`config.mk`:
```
export PLATFORM = sky130hd
export DESIGN_NAME = debug_step_ctrl_flat
export DESIGN_NICKNAME = d
export VERILOG_FILES = /design/src/rtl/debug_pkg.sv /design/src/rtl/debug_step_ctrl_if.sv /design/src/rtl/btn_debounce.sv /design/src/rtl/debug_step_ctrl.sv /design/src/flat_wrapper.sv
export SDC_FILE = /design/constraint.sdc
export NUM_CORES = 1
export LEC_CHECK = 0
export BUFFER_PORTS_ARGS = -buffer_cell sky130_fd_sc_hd__buf_2
export CORE_MARGIN = 2
export CORE_UTILIZATION = 30
export DETAILED_ROUTE_END_ITERATION = 12
export GPL_TIMING_DRIVEN = 0
export PLACE_DENSITY_LB_ADDON = 0.15
export SLEW_MARGIN = 20
export SYNTH_ARGS = -nofsm -noshare
export SYNTH_HDL_FRONTEND = slang
export SYNTH_SLANG_ARGS = --single-unit
```
`constraint.sdc`:
```
create_clock -name clk -period 3.15 [get_ports clk]
set_clock_uncertainty 0.1 [all_clocks]
set_input_delay 0.1575 -clock clk [delete_from_list [all_inputs] [get_ports clk]]
set_output_delay 0.1575 -clock clk [all_outputs]
set_load 0.03 [all_outputs]
```
`src/rtl/debug_pkg.sv`:
```
// debug_pkg: shared types, widths and helpers for the debug step controller
package debug_pkg;
  typedef enum logic [1:0] {HALT = 2'd0, STEP = 2'd1, RUN = 2'd2, BREAK = 2'd3} state_t;
  localparam int XLEN_D = 32;
  localparam int NUM_CH_D = 8;
  localparam int CH_W_D = $clog2(NUM_CH_D);
  localparam int INSTR_CNT_W = 16;
  function automatic int cw(int n);
    return n > 1 ? $clog2(n) : 1;
  endfunction
endpackage

```
`src/rtl/debug_step_ctrl_if.sv`:
```
// debug_step_ctrl_if: core-side and display-side bus between the debug controller and the core
interface debug_step_ctrl_if #(parameter int XLEN = 32, NUM_CH = 8, DIGITS = 6);
  logic [XLEN-1:0] pc;
  logic [NUM_CH*XLEN-1:0] probe_bus;
  logic core_en;
  logic [debug_pkg::INSTR_CNT_W-1:0] instr_count;
  logic [DIGITS*4-1:0] digit_val;
  modport master (input pc, probe_bus, output core_en, instr_count, digit_val);
  modport slave (output pc, probe_bus, input core_en, instr_count, digit_val);
endinterface

```
`src/rtl/btn_debounce.sv`:
```
// btn_debounce: 2-FF synchroniser, debounce filter and one-cycle press pulse for a board button
module btn_debounce
  import debug_pkg::*;
#(parameter int DEB_CYCLES = 500000) (
  input  logic clk,
  input  logic rst_n,
  input  logic btn,
  output logic pulse
);
  localparam int CW = cw(DEB_CYCLES);
  logic [2:0] sync;
  logic [CW-1:0] cnt;
  logic level, settle, done;
  // sync[1] is the synchronised level, sync[2] its previous sample
  assign settle = sync[2] == sync[1] && sync[1] != level;
  assign done = settle && cnt == CW'(DEB_CYCLES - 1);
  always_ff @(posedge clk or negedge rst_n) begin
    if (!rst_n) begin
      sync <= '0;
      cnt <= '0;
      level <= 1'b0;
      pulse <= 1'b0;
    end else begin
      sync <= {sync[1:0], btn};
      cnt <= settle && !done ? cnt + 1'b1 : '0;
      level <= done ? sync[2] : level;
      pulse <= done && sync[2];
    end
  end
endmodule

```
`src/rtl/debug_step_ctrl.sv`:
```
// debug_step_ctrl: single-step/run/breakpoint core gating and rotating probe display mux
module debug_step_ctrl
  import debug_pkg::*;
#(
  parameter int XLEN = 32,
  parameter int NUM_CH = 8,
  parameter int DIGITS = 6,
  parameter int DEB_CYCLES = 500000,
  parameter int RUN_DIV = 5000000,
  parameter int ROT_DIV = 50000000,
  localparam int CH_W = cw(NUM_CH)
) (
  input  logic clk,
  input  logic rst_n,
  input  logic step_btn,
  input  logic run_sw,
  input  logic bp_en,
  input  logic [XLEN-1:0] bp_addr,
  input  logic [CH_W-1:0] ch_sel,
  input  logic auto_rot,
  input  logic upper_sel,
  output logic halted,
  output logic bp_hit,
  output logic [CH_W-1:0] cur_ch,
  debug_step_ctrl_if.master bus
);
  localparam int RW = cw(RUN_DIV);
  localparam int TW = cw(ROT_DIV);
  localparam int DW = DIGITS * 4;
  localparam int PW = 2 * DW > XLEN ? 2 * DW : XLEN;
  localparam logic [CH_W-1:0] LAST = CH_W'(NUM_CH - 1);
  state_t state, nxt;
  logic step_req, run_tick, rot_tick, bp_match, fire;
  logic [RW-1:0] run_cnt;
  logic [TW-1:0] rot_cnt;
  logic [XLEN-1:0] sel;
  logic [PW-1:0] ext;

  btn_debounce #(.DEB_CYCLES(DEB_CYCLES)) u_step (.clk, .rst_n, .btn(step_btn), .pulse(step_req));

  assign run_tick = state == RUN && run_cnt == RW'(RUN_DIV - 1);
  assign rot_tick = rot_cnt == TW'(ROT_DIV - 1);
  assign bp_match = bp_en && bus.pc == bp_addr;

  always_comb begin
    nxt = state;
    case (state)
      HALT:  nxt = run_sw ? RUN : step_req ? STEP : HALT;
      STEP:  nxt = run_sw ? RUN : HALT;
      RUN:   nxt = !run_sw ? HALT : run_tick && bp_match ? BREAK : RUN;
      BREAK: nxt = step_req ? STEP : !run_sw ? HALT : BREAK;
    endcase
  end

  // The !core_en term keeps pulses apart even for a one-cycle run divider
  assign fire = !bus.core_en && (nxt == STEP || (state == RUN && nxt == RUN && run_tick));

  always_ff @(posedge clk or negedge rst_n) begin
    if (!rst_n) begin
      state <= HALT;
      bus.core_en <= 1'b0;
      halted <= 1'b1;
      bp_hit <= 1'b0;
      run_cnt <= '0;
      bus.instr_count <= '0;
    end else begin
      state <= nxt;
      bus.core_en <= fire;
      halted <= nxt == HALT || nxt == BREAK;
      bp_hit <= nxt == BREAK;
      run_cnt <= state == RUN && nxt == RUN && !run_tick ? run_cnt + 1'b1 : '0;
      bus.instr_count <= bus.instr_count + INSTR_CNT_W'(fire && bus.instr_count != '1);
    end
  end

  always_ff @(posedge clk or negedge rst_n) begin
    if (!rst_n) begin
      cur_ch <= '0;
      rot_cnt <= '0;
    end else if (!auto_rot) begin
      cur_ch <= ch_sel > LAST ? LAST : ch_sel;
      rot_cnt <= '0;
    end else begin
      cur_ch <= !rot_tick ? cur_ch : cur_ch == LAST ? '0 : cur_ch + 1'b1;
      rot_cnt <= rot_tick ? '0 : rot_cnt + 1'b1;
    end
  end

  always_comb begin
    sel = '0;
    for (int k = 0; k < NUM_CH; k++)
      if (cur_ch == CH_W'(k)) sel = bus.probe_bus[k*XLEN +: XLEN];
  end

  // Zero-extension makes nibbles past XLEN read as 0 in the upper bank
  assign ext = PW'(sel);

  always_ff @(posedge clk or negedge rst_n) begin
    if (!rst_n) bus.digit_val <= '0;
    else bus.digit_val <= DW'(ext >> (upper_sel ? DW : 0));
  end
endmodule

```
`src/flat_wrapper.sv`:
```
// flat-port wrapper written by rule: the top's interface ports become plain ports
module debug_step_ctrl_flat import debug_pkg::*;
#(
  parameter int XLEN = 32,
  parameter int NUM_CH = 8,
  parameter int DIGITS = 6,
  parameter int DEB_CYCLES = 500000,
  parameter int RUN_DIV = 5000000,
  parameter int ROT_DIV = 50000000,
  localparam int CH_W = cw(NUM_CH)
)
  (clk, rst_n, step_btn, run_sw, bp_en, bp_addr, ch_sel, auto_rot, upper_sel, halted, bp_hit, cur_ch, bus_pc, bus_probe_bus, bus_core_en, bus_instr_count, bus_digit_val);
  debug_step_ctrl_if #(.XLEN(XLEN), .NUM_CH(NUM_CH), .DIGITS(DIGITS)) bus_i ();
  input  logic clk;
  input  logic rst_n;
  input  logic step_btn;
  input  logic run_sw;
  input  logic bp_en;
  input  logic [XLEN-1:0] bp_addr;
  input  logic [CH_W-1:0] ch_sel;
  input  logic auto_rot;
  input  logic upper_sel;
  output logic halted;
  output logic bp_hit;
  output logic [CH_W-1:0] cur_ch;
  input wire logic [$bits(bus_i.pc)-1:0] bus_pc;
  input wire logic [$bits(bus_i.probe_bus)-1:0] bus_probe_bus;
  output wire logic [$bits(bus_i.core_en)-1:0] bus_core_en;
  output wire logic [$bits(bus_i.instr_count)-1:0] bus_instr_count;
  output wire logic [$bits(bus_i.digit_val)-1:0] bus_digit_val;
  assign bus_i.pc = bus_pc;
  assign bus_i.probe_bus = bus_probe_bus;
  assign bus_core_en = bus_i.core_en;
  assign bus_instr_count = bus_i.instr_count;
  assign bus_digit_val = bus_i.digit_val;
  debug_step_ctrl #(.XLEN(XLEN), .NUM_CH(NUM_CH), .DIGITS(DIGITS), .DEB_CYCLES(DEB_CYCLES), .RUN_DIV(RUN_DIV), .ROT_DIV(ROT_DIV)) u_core (.clk(clk), .rst_n(rst_n), .step_btn(step_btn), .run_sw(run_sw), .bp_en(bp_en), .bp_addr(bp_addr), .ch_sel(ch_sel), .auto_rot(auto_rot), .upper_sel(upper_sel), .halted(halted), .bp_hit(bp_hit), .cur_ch(cur_ch), .bus(bus_i));
endmodule
```
==> insert_results.sql, run 1 <==
INSERT INTO impl_metrics (metric_group, metric, value, unit) VALUES
('sta', 'timing.slew.headroom', '36.9', '%'),
('sta', 'timing.final.crit_period', '3.05', 'ns'),
('critical_path', 'reg2reg_slack', '0.1', 'ns'),
('global_routing', 'global_route_wire_length_before_repair', '51.5', 'mm'),
('finish', 'area_delta_synth_final', '46.2', '%'),
('yosys', 'synth-edff-count', '0', ''),
('cts', 'cts_made_buffers', '17', ''),
('global_routing', 'global_router_s_overall_resource_usage', '24.2', '%'),
('critical_path', 'crit_path_cell_trace', 'buf_2 -> clkinvlp_4 -> clkbuf_2 -> ha_1 -> nor2_4 -> clkbuf_2 -> a2111oi_0 -> a2111oi_0', ''),
('place', 'place_worst_setup_slack', '-0.657', 'ns'),
('route', 'drc', '0', ''),
('power_and_ir_drop', 'pwr-share-comb', '26.1', '%'),
('yosys', 'ys_top_cells_by_count', 'sky130_fd_sc_hd__dfrtp_1, sky130_fd_sc_hd__nor2_1, sky130_fd_sc_hd__nand2_1', ''),
('route', 'finalWirelength', '35.0', 'mm'),
('finish', 'drive_above_1_share', '33.5', '%'),
('power_and_ir_drop', 'netsw', '1.71', 'mW'),
('global_routing', 'global_route_total_overflow', '0', ''),
('cts', 'tritoncts_num_sinks', '121', ''),
('cts', 'cts_tree', 'yes', ''),
('global_routing', 'first_global_vias', '8870', ''),
('floorplan', 'die-area', '27800', 'um^2'),
('min_path', 'hold_path_class', 'in2reg', ''),
('power_and_ir_drop', 'ir_worst_vdd', '0.000358', 'V'),
('route', 'avgRoutedWirePerCell', '19.9', 'um'),
('critical_path', 'regToRegStartpoint', 'u_core.cur_ch[2]$_DFFE_PN0P_', ''),
('yosys', 'yosysSeqAreaShare', '38.2', '%'),
('critical_path', 'reg2regPathDepth', '8', ''),
('min_path', 'worst_min_delay_path_endpoint', 'u_core.bus.digit_val[3]$_DFF_PN0_', ''),
('run_status', 'result_of_the_run', 'finished clean', ''),
('sta', 'rsz0062_at_grt', 'yes', ''),
('yosys', 'syn_avg_cell_area', '8.31', 'um^2'),
('power_and_ir_drop', 'power.switching_fraction', '33.7', '%'),
('place', 'gp_weighted_congestion', '0.945', ''),
('yosys', 'async_flop_share', '100', '%'),
('route', 'routed_via_count_divided_by_cell_count', '5.18', ''),
('power_and_ir_drop', 'internal_power', '3.36', 'mW'),
('floorplan', 'core.rowCount', '59', ''),
('yosys', 'mappedNetlistNets', '1299', ''),
('floorplan', 'io-pin-count', '376', ''),
('yosys', 'most_common_flop_cell_mapped_by_yosys', 'sky130_fd_sc_hd__dfrtp_1', ''),
('critical_path', 'critical_path.n_buffers_inverters', '4', ''),
('yosys', 'yosys.area.top_type', 'sky130_fd_sc_hd__dfrtp_1', ''),
('sta', 'final-hold-violation-count', '0', ''),
('sta', 'fin_crit_sh', '96.9', '%'),
('critical_path', 'critical_path_class', 'reg2reg', ''),
('floorplan', 'chipWidth', '167', 'um'),
('critical_path', 'rr_endpoint', 'u_core.bus.digit_val[10]$_DFF_PN0_', ''),
('sta', 'max_clock_freq', '328', 'MHz'),
('yosys', 'synthCells', '955', ''),
('cts', 'clock_tree.root_cell', 'sky130_fd_sc_hd__clkbuf_16', ''),
('sta', 'drv_slew', '0', ''),
('critical_path', 'cp_slowest_stage_delay', '0.52', 'ns'),
('min_path', 'worst_hold_startpoint', 'bus_probe_bus[227]', ''),
('critical_path', 'critical_path.endpoint_type', 'flop', ''),
('critical_path', 'worst-endpoint-arrival', '3.21', 'ns'),
('critical_path', 'worst_path_fanout_max', '10', ''),
('power_and_ir_drop', 'pwr-share-clk', '40.0', '%'),
('min_path', 'cells_on_worst_hold_path', '3', ''),
('floorplan', 'initial_utilization', '30.5', '%'),
('power_and_ir_drop', 'p_per_area', '436', 'nW/um^2'),
('finish', 'n_fill_cell', '2720', ''),
('yosys', 'yosysUniqueCellTypes', '53', ''),
('route', 'vias', '9079', ''),
('finish', 'nNetsFinal', '1742', ''),
('place', 'input_output_buffers', '373', ''),
('cts', 'cts.clk_slew.worst_paths', '0.06', 'ns'),
('route', 'drtIter0Drc', '752', ''),
('global_routing', 'maximum_number_of_pins_on_one_net_before_global_route_repair', '92', ''),
('floorplan', 'area_of_the_core', '26000', 'um^2'),
('critical_path', 'startpoint_type', 'flop', ''),
('yosys', 'postSynthRegisterBits', '121', '');
## final cells by class
type | instances | area (um^2) | share of cell area, %
Multi-Input combinational cell | 741 | 4760 | 41.1
Inverter | 35 | 135 | 1.16
Antenna cell | 7 | 17.5 | 0.151
Clock inverter | 12 | 141 | 1.22
Buffer | 58 | 245 | 2.11
Clock buffer | 20 | 457 | 3.94
Timing Repair Buffer | 424 | 2390 | 20.6
Tap cell | 335 | 419 | 3.61
Sequential cell | 121 | 3030 | 26.1
## power by group through the flow
stage | Clock, mW | Sequential [mW] | Combinational [mW]
5_1_grt | 2.13 | 1.73 | 1.43
4_1_cts | 2.06 | 1.71 | 1.30
6_report | 2.02 | 1.72 | 1.32
3_3_place_gp | 0 | 1.73 | 1.22
3_5_place_dp | 0 | 1.73 | 1.23
2_1_floorplan | 0 | 1.88 | 0.467
## routing by layer
layer  up-vias  wire length [um]  global-route usage [%]
met5         -                 0                       0
met4         0               675                    7.53
met3        42              2370                    3.75
met2       422             16300                    39.0
met1      4268             15600                    33.4
li1       4347                 -                       -
## how the worst max path moves through the flow
stage	start	end	slack, ns	cells after the start
6_report	u_core.cur_ch[2]$_DFFE_PN0P_	u_core.bus.digit_val[10]$_DFF_PN0_	0.1	8
2_1_floorplan	u_core.run_cnt[0]$_DFF_PN0_	u_core.bus.instr_count[10]$_DFF_PN0_	0.004	15
5_1_grt	u_core.run_cnt[2]$_DFF_PN0_	u_core.bus.instr_count[12]$_DFF_PN0_	-0.07	14
3_5_place_dp	u_core.cur_ch[2]$_DFFE_PN0P_	u_core.bus.digit_val[18]$_DFF_PN0_	-0.66	9
4_1_cts	u_core.run_cnt[3]$_DFF_PN0_	u_core.bus.instr_count[12]$_DFF_PN0_	0.003	14
3_3_place_gp	u_core.cur_ch[2]$_DFFE_PN0P_	u_core.bus.digit_val[18]$_DFF_PN0_	-0.64	9
## registers in the layout, summed over array words and instances, names as in the netlist
signal,cells
u_core.u_step.level,1
u_core.halted,1
u_core.bus.digit_val,24
u_core.bp_hit,1
u_core.cur_ch,3
u_core.bus.core_en,1
u_core.u_step.pulse,1
u_core.state,2
u_core.bus.instr_count,16
u_core.rot_cnt,26
u_core.u_step.cnt,19
u_core.u_step.sync,3
u_core.run_cnt,23
## kinds of logic after synthesis
group | synth area share (%)
simple gates | 21.7
buf+inv | 4.60
compound gates | 21.4
flops | 38.2
mux | 0.126
xor+xnor | 11.8
fa+ha+maj | 2.21
## cells in the final DEF (no fill, tap or decap), types with 7 or more instances in the layout
cell,count
sky130_fd_sc_hd__clkbuf_1,31
sky130_fd_sc_hd__xor2_1,51
sky130_fd_sc_hd__nor3_1,14
sky130_fd_sc_hd__a31oi_1,9
sky130_fd_sc_hd__o21ai_0,87
sky130_fd_sc_hd__ha_1,11
sky130_fd_sc_hd__dfrtp_1,119
sky130_fd_sc_hd__a21oi_1,43
sky130_fd_sc_hd__nand3_1,43
sky130_fd_sc_hd__nand2b_1,7
sky130_fd_sc_hd__a2111oi_2,7
sky130_fd_sc_hd__diode_2,7
sky130_fd_sc_hd__a2111oi_0,17
sky130_fd_sc_hd__nand2_1,95
sky130_fd_sc_hd__a22oi_1,30
sky130_fd_sc_hd__nor2_1,110
sky130_fd_sc_hd__clkbuf_16,17
sky130_fd_sc_hd__a22o_1,9
sky130_fd_sc_hd__a221oi_1,12
sky130_fd_sc_hd__inv_1,33
sky130_fd_sc_hd__dlygate4sd3_1,44
sky130_fd_sc_hd__and3_1,13
sky130_fd_sc_hd__buf_2,385
sky130_fd_sc_hd__nor4_1,7
sky130_fd_sc_hd__clkbuf_2,9
sky130_fd_sc_hd__xnor2_1,56
sky130_fd_sc_hd__o221ai_1,14
sky130_fd_sc_hd__nand4_1,23
## repair_timing
| item | in CTS | in global routing |
|---|---|---|
| setup endpoints to repair | 39 | 34 |
| cloned | 0 | 0 |
| buffers inserted | 3 | 3 |
| resized for setup | 29 | 38 |
| endpoints found under the hold margin | 147 | 0 |
| hold buffers | 44 | 0 |
| pin swaps | 4 | 8 |
## per-stage QoR
| step | total power, mW | hold WS [ns] | instances | instance area (um^2) |
|---|---|---|---|---|
| 6_report | 5.06 | 0.0248 | 1753 | 11600 |
| 5_1_grt | 5.29 | 0.0218 | 1753 | 11600 |
| 4_1_cts | 5.07 | 0.00126 | 1743 | 11400 |
| 3_5_place_dp | 2.96 | -0.0642 | 1664 | 10300 |
| 3_3_place_gp | 2.95 | 0.168 | 1663 | 10200 |
| 2_1_floorplan | 2.35 | -0.238 | 955 | 7940 |
## worst reg2reg max path, delay by kind of cell (launching register included)
kind / cells / cell delay [ns]
buffers and inverters: 4 / 1.13
AO/OA/AOI/OAI: 2 / 0.73
flip-flops: 1 / 0.38
adder cells (fa/ha/maj): 1 / 0.31
AND/OR/NAND/NOR: 1 / 0.24
No activity file was read; power rests on OpenSTA's default activity.
==> run 2, diff against run 1 <==
--- a/config.mk
+++ b/config.mk
@@ -14,4 +14,5 @@
 export SLEW_MARGIN = 20
 export SYNTH_ARGS = -nofsm -noshare
 export SYNTH_HDL_FRONTEND = slang
+export SYNTH_HIERARCHICAL = 1
 export SYNTH_SLANG_ARGS = --single-unit
==> constraint.sdc (replaced) <==
create_clock -name clk -period 3.3 [get_ports clk]
set_clock_uncertainty 0.1 [all_clocks]
set_input_delay 0.165 -clock clk [delete_from_list [all_inputs] [get_ports clk]]
set_output_delay 0.165 -clock clk [all_outputs]
set_load 0.03 [all_outputs]
==> run 2 against run 1 <==
Via count grew 3.1%. Cell area increased by 2.8%. Die area up 5.3%. Final cell count grew 5.0%. Largest power group unchanged. Highest routed layer unchanged.
==> insert_results.sql, run 2 <==
INSERT INTO impl_metrics (metric_group, metric, value, unit) VALUES
('critical_path', 'reg2reg_slack', '0.12', 'ns'),
('route', 'drtIter0Drc', '684', ''),
('power_and_ir_drop', 'p_per_area', '400', 'nW/um^2'),
('yosys', 'syn_avg_cell_area', '8.35', 'um^2'),
('finish', 'area_delta_synth_final', '42.4', '%'),
('yosys', 'most_common_flop_cell_mapped_by_yosys', 'sky130_fd_sc_hd__dfrtp_1', ''),
('sta', 'max_clock_freq', '314', 'MHz'),
('yosys', 'synth.area.top_cells', 'sky130_fd_sc_hd__dfrtp_1, sky130_fd_sc_hd__nor2_1, sky130_fd_sc_hd__xnor2_1', ''),
('cts', 'cts.path.max_buffers', '2', ''),
('floorplan', 'area_of_the_core', '27600', 'um^2'),
('finish', 'nNetsFinal', '1782', ''),
('sta', 'final-hold-violation-count', '0', ''),
('global_routing', 'first_global_vias', '9481', ''),
('yosys', 'mappedNetlistNets', '1346', ''),
('finish', 'largest_registers', 'u_core/rot_cnt: 26 flops, u_core/bus.digit_val: 24 flops, u_core/run_cnt: 23 flops', ''),
('critical_path', 'worst-endpoint-arrival', '3.42', 'ns'),
('floorplan', 'chipWidth', '171', 'um'),
('critical_path', 'critical_path.endpoint_type', 'flop', ''),
('floorplan', 'chipHeight', '171', 'um'),
('yosys', 'synthCells', '1002', ''),
('power_and_ir_drop', 'ir_worst_vdd', '0.000342', 'V'),
('critical_path', 'timing.critical_path.required', '3.54', 'ns'),
('floorplan', 'io-pin-count', '376', ''),
('power_and_ir_drop', 'power_frac_seq', '34.6', '%'),
('power_and_ir_drop', 'leakagePower', '5.39', 'nW'),
('global_routing', 'grt_antenna_before_repair', '13', ''),
('cts', 'cts_made_buffers', '17', ''),
('critical_path', 'worst_path_fanout_max', '3', ''),
('critical_path', 'regToRegStartpoint', 'u_core/run_cnt[1]$_DFF_PN0_', ''),
('finish', 'largest-register', 'u_core/rot_cnt', ''),
('critical_path', 'startpoint_type', 'flop', ''),
('sta', 'worst_case_setup_margin_in_the_final_layout', '0.119', 'ns'),
('place', 'gp_weighted_congestion', '0.971', ''),
('critical_path', 'rr_endpoint', 'u_core/bus.instr_count[15]$_DFF_PN0_', ''),
('finish', 'drive_above_1_share', '32.6', '%'),
('yosys', 'ys_top_cells_by_count', 'sky130_fd_sc_hd__nor2_1, sky130_fd_sc_hd__dfrtp_1, sky130_fd_sc_hd__a21oi_1', ''),
('yosys', 'synthesis.area', '8370', 'um^2'),
('floorplan', 'initial_utilization', '30.3', '%'),
('critical_path', 'cp_slowest_stage_delay', '0.40', 'ns'),
('yosys', 'synth.most_common_cell', 'sky130_fd_sc_hd__nor2_1', ''),
('yosys', 'yosysSeqAreaShare', '36.2', '%'),
('cts', 'tritoncts_num_sinks', '121', ''),
('yosys', 'async_flop_share', '100', '%'),
('sta', 'drv_slew', '0', ''),
('cts', 'clock_tree.root_cell', 'sky130_fd_sc_hd__clkbuf_16', ''),
('cts', 'htree_num_levels', '4', ''),
('global_routing', 'global_router_s_overall_resource_usage', '22.9', '%'),
('power_and_ir_drop', 'pwr-share-comb', '28.3', '%'),
('run_status', 'result_of_the_run', 'finished clean', ''),
('finish', 'largest_reg_flops', '26', ''),
('route', 'final_antenna_net_count', '0', ''),
('floorplan', 'die-area', '29200', 'um^2'),
('cts', 'cts.clk_slew.worst_paths', '0.06', 'ns'),
('finish', 'commonest_cells_after_routing_fill_and_taps_aside', 'sky130_fd_sc_hd__buf_2, sky130_fd_sc_hd__nor2_1, sky130_fd_sc_hd__dfrtp_1', ''),
('sta', 'worstMarginPinSlew', '0.985', 'ns'),
('sta', 'fin_crit_sh', '96.4', '%'),
('place', 'input_output_buffers', '373', ''),
('sta', 'setup_violations', '0', ''),
('yosys', 'postSynthRegisterBits', '121', ''),
('power_and_ir_drop', 'internal_power', '3.20', 'mW'),
('finish', 'n_fill_cell', '2882', ''),
('critical_path', 'critical_path_class', 'reg2reg', ''),
('route', 'avgRoutedWirePerCell', '18.6', 'um'),
('yosys', 'synth.yosys.warnings', '6', ''),
('critical_path', 'timing.critical_path.to', 'u_core/bus.instr_count[15]$_DFF_PN0_', ''),
('route', 'routed_via_count_divided_by_cell_count', '5.09', ''),
('critical_path', 'startpoint_of_the_most_critical_setup_path', 'u_core/run_cnt[1]$_DFF_PN0_', ''),
('finish', 'most_frequent_standard_cell_in_the_layout_excluding_fill_and_tap_cells', 'sky130_fd_sc_hd__buf_2', ''),
('route', 'vias', '9362', ''),
('cts', 'insertion_delay', '0.42', 'ns'),
('power_and_ir_drop', 'netsw', '1.57', 'mW'),
('yosys', 'synth-edff-count', '0', ''),
('yosys', 'yosys.area.top_type', 'sky130_fd_sc_hd__dfrtp_1', ''),
('global_routing', 'global_route_total_overflow', '0', ''),
('route', 'drc', '0', ''),
('yosys', 'synth_top_area_share', '35.9', '%'),
('critical_path', 'crit_path_cell_trace', 'ha_4 -> inv_2 -> or3_4 -> nor4_4 -> nand4_1 -> o21ai_2 -> ha_2 -> a31oi_2 -> nor3_2 -> ha_2 -> nand2_4 -> or3_4 -> nor2_4 -> xor2_1', ''),
('power_and_ir_drop', 'power.switching_fraction', '32.8', '%'),
('power_and_ir_drop', 'pwr-share-clk', '37.0', '%'),
('cts', 'cts_tree', 'yes', ''),
('route', 'finalWirelength', '34.3', 'mm'),
('critical_path', 'worst_path_max_delay_cell', 'sky130_fd_sc_hd__dfrtp_1', ''),
('floorplan', 'core.rowCount', '61', ''),
('place', 'place_worst_setup_slack', '-0.918', 'ns'),
('critical_path', 'reg2regPathDepth', '14', ''),
('global_routing', 'maximum_number_of_pins_on_one_net_before_global_route_repair', '67', ''),
('min_path', 'hold_path_class', 'in2reg', ''),
('place', 'place_hpwl', '27.4', 'mm'),
('sta', 'rsz0062_at_grt', 'yes', ''),
('finish', 'utilization', '43.1', '%'),
('sta', 'timing.final.crit_period', '3.18', 'ns'),
('global_routing', 'global_route_wire_length_before_repair', '50.8', 'mm'),
('route', 'drt-pass1-iter-count', '5', ''),
('job', 'maxCapViolations', '0', ''),
('sta', 'timing.slew.headroom', '33.7', '%'),
('yosys', 'yosysUniqueCellTypes', '62', '');
## run 2: cell types whose count changed in the layout (fill, tap and decap cells not counted), sizes merged, moves of 25 or more
cell	delta
a21oi	+27
a22oi	-25
nor2	+43
nor2b	+31
nand2	-36
o21ai	-72
a2111oi	-29
## run 2: how the worst min path moves through the flow
stage,cells after the start,startpoint,end
after floorplan,0,rst_n,u_core/bp_hit$_DFF_PN0_
after global placement,1,step_btn,u_core/u_step/sync[0]$_DFF_PN0_
after detailed placement,1,rst_n,u_core/bus.instr_count[4]$_DFF_PN0_
after CTS,2,auto_rot,u_core/cur_ch[0]$_DFFE_PN0P_
after global routing,4,bus_probe_bus[248],u_core/bus.digit_val[0]$_DFF_PN0_
final,2,auto_rot,u_core/cur_ch[0]$_DFFE_PN0P_
## run 2: metrics by stage
| step | total power, mW | hold WS (ns) | setup TNS (ns) | instance area, um^2 | std cells |
|---|---|---|---|---|---|
| 2_1_floorplan | 2.37 | -0.231 | 0 | 8370 | 1002 |
| 3_3_place_gp | 2.95 | 0.175 | -18.49 | 10700 | 1753 |
| 3_5_place_dp | 2.95 | 0.0353 | -18.96 | 10700 | 1754 |
| 4_1_cts | 4.80 | 0.000660 | 0 | 11800 | 1825 |
| 5_1_grt | 5.02 | 0.0343 | -0.412 | 11900 | 1838 |
| 6_report | 4.77 | 0.0131 | 0 | 11900 | 1841 |
## run 2: cell type report
type                       instances  area, um^2  area share [%]
buffer                            65         284            2.38
clock buffer                      21         470            3.95
timing repair buffer             419        2330            19.6
sequential                       121        3030            25.4
tap                              378         473            3.97
multi-input combinational        790        5110            42.9
clock inverter                    11        96.3           0.808
antenna                           12        30.0           0.252
inverter                          24        90.1           0.756
## run 2: per-layer routing
layer | share of wire, % | GRT usage, % | vias to the layer above
met5 | 0 | 0 | -
met4 | 3.6 | 11.3 | 0
met3 | 8.2 | 6.06 | 63
met2 | 50 | 40.1 | 436
met1 | 39 | 25.7 | 4378
li1 | - | - | 4485
## run 2: worst max-delay path, delay by kind of cell, from the launching register on
family                     cells  cell delay [ns]
DFF                            1             0.40
adders and majority gates      3             0.63
buffers and inverters          1             0.04
AOI/OAI and AO/OA              2             0.22
and+or+nand+nor                7             1.58
xor gates and xnor gates       1             0.14
## run 2: power groups by stage
stage	combinational [mW]	sequential, mW	clock, mW
floorplan	0.558	1.82	0
global placement	1.28	1.67	0
detailed placement	1.28	1.67	0
CTS	1.33	1.65	1.82
global route	1.46	1.66	1.90
finish	1.35	1.65	1.77
## run 2: repair_timing
| action | 4_1_cts | 5_1_grt |
|---|---|---|
| pin swaps | 6 | 11 |
| hold buffers | 37 | 0 |
| gates resized for setup | 18 | 24 |
| setup buffers | 3 | 5 |
| endpoints found under the setup margin | 39 | 19 |
| hold endpoints to repair | 80 | 0 |
## run 2: cells by family (layout without fill, tap and decap cells)
kind of cell / Yosys count / after routing / synth area share, %
other: 0 / 12 / 0
multiplexers: 4 / 4 / 0.493
AND/OR/NAND/NOR: 435 / 435 / 26.4
buffers and inverters: 91 / 540 / 4.44
AO/OA/AOI/OAI: 232 / 232 / 19.4
XOR/XNOR: 105 / 105 / 11.0
adder cells (fa/ha/maj): 14 / 14 / 2.09
flip-flops: 121 / 121 / 36.2
==> run 3, diff against run 2 <==
--- a/config.mk
+++ b/config.mk
@@ -5,10 +5,10 @@
 export SDC_FILE = /design/constraint.sdc
 export NUM_CORES = 1
 export LEC_CHECK = 0
-export BUFFER_PORTS_ARGS = -buffer_cell sky130_fd_sc_hd__buf_2
-export CORE_MARGIN = 2
-export CORE_UTILIZATION = 30
+export BUFFER_PORTS_ARGS = -buffer_cell sky130_fd_sc_hd__clkbuf_2
+export CORE_AREA = 2 2 148 150
 export DETAILED_ROUTE_END_ITERATION = 12
+export DIE_AREA = 0 0 150 152
 export GPL_TIMING_DRIVEN = 0
 export PLACE_DENSITY_LB_ADDON = 0.15
 export SLEW_MARGIN = 20
==> run 3 against run 2 <==
Fmax up 0.16%. Via count up 1.4%. Global-route usage up 5.3 points. Sequential share of layout area up 0.38 points. Cell area down 1.5%. Routed wire length down 3.7%.
==> insert_results.sql, run 3 (synthesis gave the netlist of run 2 again) <==
INSERT INTO impl_metrics (metric_group, metric, value, unit) VALUES
('finish', 'drive_above_1_share', '32.5', '%'),
('route', 'final_antenna_net_count', '0', ''),
('route', 'avgRoutedWirePerCell', '19.0', 'um'),
('floorplan', 'io-pin-count', '376', ''),
('global_routing', 'global_router_s_overall_resource_usage', '28.2', '%'),
('critical_path', 'worst-endpoint-arrival', '3.41', 'ns'),
('sta', 'max_clock_freq', '315', 'MHz'),
('run_status', 'result_of_the_run', 'finished clean', ''),
('power_and_ir_drop', 'ir_worst_vdd', '0.000335', 'V'),
('floorplan', 'chipWidth', '150', 'um'),
('critical_path', 'reg2reg_slack', '0.12', 'ns'),
('global_routing', 'grt_antenna_before_repair', '8', ''),
('sta', 'rsz0062_at_grt', 'yes', ''),
('route', 'finalWirelength', '33.0', 'mm'),
('floorplan', 'chipHeight', '152', 'um'),
('floorplan', 'die-area', '22800', 'um^2'),
('finish', 'nNetsFinal', '1784', ''),
('sta', 'worst_case_setup_margin_in_the_final_layout', '0.125', 'ns'),
('finish', 'most_frequent_standard_cell_in_the_layout_excluding_fill_and_tap_cells', 'sky130_fd_sc_hd__clkbuf_2', ''),
('critical_path', 'critical_path_class', 'reg2reg', ''),
('global_routing', 'maximum_number_of_pins_on_one_net_before_global_route_repair', '72', ''),
('critical_path', 'worst_path_fanout_max', '3', ''),
('job', 'maxCapViolations', '0', ''),
('route', 'routed_via_count_divided_by_cell_count', '5.46', ''),
('sta', 'setup_violations', '0', ''),
('sta', 'final-hold-violation-count', '0', ''),
('critical_path', 'critical_path.n_buffers_inverters', '1', ''),
('critical_path', 'path_delay_family', 'simple AND/OR/NAND/NOR gates', ''),
('cts', 'cts.clk_slew.worst_paths', '0.05', 'ns'),
('min_path', 'hold_path_class', 'in2reg', ''),
('place', 'input_output_buffers', '373', ''),
('critical_path', 'reg2regPathDepth', '14', ''),
('sta', 'timing.slew.headroom', '34.4', '%'),
('sta', 'worstMarginPinSlew', '0.975', 'ns'),
('power_and_ir_drop', 'p_per_area', '399', 'nW/um^2'),
('power_and_ir_drop', 'overall_power', '4.69', 'mW'),
('finish', 'largest_reg_flops', '26', ''),
('finish', 'area_delta_synth_final', '40.4', '%'),
('cts', 'cts.path.max_buffers', '2', ''),
('route', 'vias', '9489', ''),
('floorplan', 'initial_utilization', '39.2', '%'),
('critical_path', 'startpoint_type', 'flop', ''),
('cts', 'insertion_delay', '0.41', 'ns'),
('route', 'drt-pass1-iter-count', '5', ''),
('power_and_ir_drop', 'leakagePower', '5.43', 'nW'),
('cts', 'tritoncts_num_sinks', '121', ''),
('cts', 'clock_tree.root_cell', 'sky130_fd_sc_hd__clkbuf_16', ''),
('cts', 'cts_tree', 'yes', ''),
('global_routing', 'global_route_total_overflow', '0', ''),
('sta', 'drv_slew', '0', ''),
('finish', 'n_fill_cell', '2063', ''),
('sta', 'finalSetupTns', '0', 'ns'),
('critical_path', 'regToRegStartpoint', 'u_core/run_cnt[1]$_DFF_PN0_', ''),
('global_routing', 'first_global_vias', '9568', ''),
('floorplan', 'area_of_the_core', '21400', 'um^2'),
('route', 'drc', '0', ''),
('critical_path', 'critical_path.endpoint_type', 'flop', ''),
('cts', 'htree_num_levels', '4', ''),
('global_routing', 'global_route_wire_length_before_repair', '49.8', 'mm'),
('floorplan', 'core.rowCount', '54', ''),
('critical_path', 'worst_path_max_delay_cell', 'sky130_fd_sc_hd__or3_4', ''),
('sta', 'timing.final.crit_period', '3.18', 'ns'),
('critical_path', 'rr_endpoint', 'u_core/bus.instr_count[13]$_DFF_PN0_', ''),
('finish', 'largest-register', 'u_core/rot_cnt', ''),
('sta', 'fin_crit_sh', '96.2', '%'),
('min_path', 'worst_min_delay_path_endpoint', 'u_core/bus.digit_val[13]$_DFF_PN0_', ''),
('place', 'place_hpwl', '26.2', 'mm'),
('critical_path', 'timing.critical_path.required', '3.53', 'ns'),
('cts', 'cts_made_buffers', '17', ''),
('route', 'drtIter0Drc', '640', ''),
('place', 'gp_weighted_congestion', '0.976', ''),
('place', 'place_worst_setup_slack', '-0.781', 'ns'),
('finish', 'largest_registers', 'u_core/rot_cnt: 26 flops, u_core/bus.digit_val: 24 flops, u_core/run_cnt: 23 flops', ''),
('critical_path', 'cp_slowest_stage_delay', '0.42', 'ns'),
('min_path', 'worst_hold_startpoint', 'bus_probe_bus[237]', ''),
('min_path', 'cells_on_worst_hold_path', '3', ''),
('critical_path', 'crit_path_cell_trace', 'ha_4 -> inv_2 -> or3_4 -> nor4_4 -> nand4_1 -> o21ai_2 -> ha_2 -> a31oi_4 -> nor3_2 -> ha_2 -> nand2_2 -> or3_4 -> nor2_4 -> xnor2_1', ''),
('finish', 'commonest_cells_after_routing_fill_and_taps_aside', 'sky130_fd_sc_hd__clkbuf_2, sky130_fd_sc_hd__nor2_1, sky130_fd_sc_hd__dfrtp_1', '');
## run 3: how the worst max path moves through the flow
| stage | startpoint | depth (start not counted) | slack (ns) | endpoint |
|---|---|---|---|---|
| after floorplan | u_core/run_cnt[0]$_DFF_PN0_ | 15 | 0.05 | u_core/bus.instr_count[12]$_DFF_PN0_ |
| after global placement | u_core/cur_ch[2]$_DFFE_PN0P_ | 13 | -0.81 | u_core/bus.digit_val[7]$_DFF_PN0_ |
| after detailed placement | u_core/cur_ch[2]$_DFFE_PN0P_ | 13 | -0.78 | u_core/bus.digit_val[2]$_DFF_PN0_ |
| after CTS | u_core/cur_ch[2]$_DFFE_PN0P_ | 11 | 0.004 | u_core/bus.digit_val[4]$_DFF_PN0_ |
| after global routing | u_core/run_cnt[1]$_DFF_PN0_ | 14 | -0.02 | u_core/bus.instr_count[13]$_DFF_PN0_ |
| final | u_core/run_cnt[1]$_DFF_PN0_ | 14 | 0.12 | u_core/bus.instr_count[13]$_DFF_PN0_ |
## run 3: tightest hold or removal path, cell delays in order
cell	delay [ns]
sky130_fd_sc_hd__clkbuf_2	0.08
sky130_fd_sc_hd__a21oi_1	0.07
sky130_fd_sc_hd__a211oi_1	0.16
## run 3: area by class of cell
| class | instances | area, um^2 | area share [%] |
|---|---|---|---|
| multi-input combinational | 790 | 5090 | 43.4 |
| sequential | 121 | 3030 | 25.8 |
| timing repair buffer | 421 | 2340 | 19.9 |
| clock buffer | 21 | 460 | 3.92 |
| tap | 280 | 350 | 2.98 |
| buffer | 65 | 283 | 2.41 |
| inverter | 24 | 90.1 | 0.767 |
| clock inverter | 9 | 76.3 | 0.650 |
| antenna | 8 | 20.0 | 0.170 |
## run 3: power breakdown
part | internal (mW) | switching, mW | total [mW]
Combinational | 0.538 | 0.806 | 1.34
Clock | 1.06 | 0.634 | 1.69
Sequential | 1.57 | 0.0778 | 1.65
Total | 3.17 | 1.52 | 4.69
## run 3: repair_timing
item / 4_1_cts / 5_1_grt
gates resized for setup: 15 / 22
hold buffers: 34 / 0
pin swaps: 5 / 13
buffers inserted: 2 / 11
cloned: 0 / 0
endpoints found under the setup margin: 39 / 25
endpoints found under the hold margin: 73 / 0
## run 3: routing by layer
layer	share of wire (%)	GRT usage, %	routed length [um]
met1	38	32.4	12500
met4	3.9	11.9	1290
met5	0	0	0
met3	8.7	6.58	2860
met2	50	49.7	16300
## run 3: through the flow
step	area, um^2	hold WS (ns)	util (%)	cells
2_1_floorplan	8370	-0.231	-	1002
3_3_place_gp	10600	0.184	49.6	1655
3_5_place_dp	10600	0.0469	49.8	1656
4_1_cts	11600	0.000379	54.2	1721
5_1_grt	11700	0.0248	55.0	1739
6_report	11700	0.0193	55.0	1739
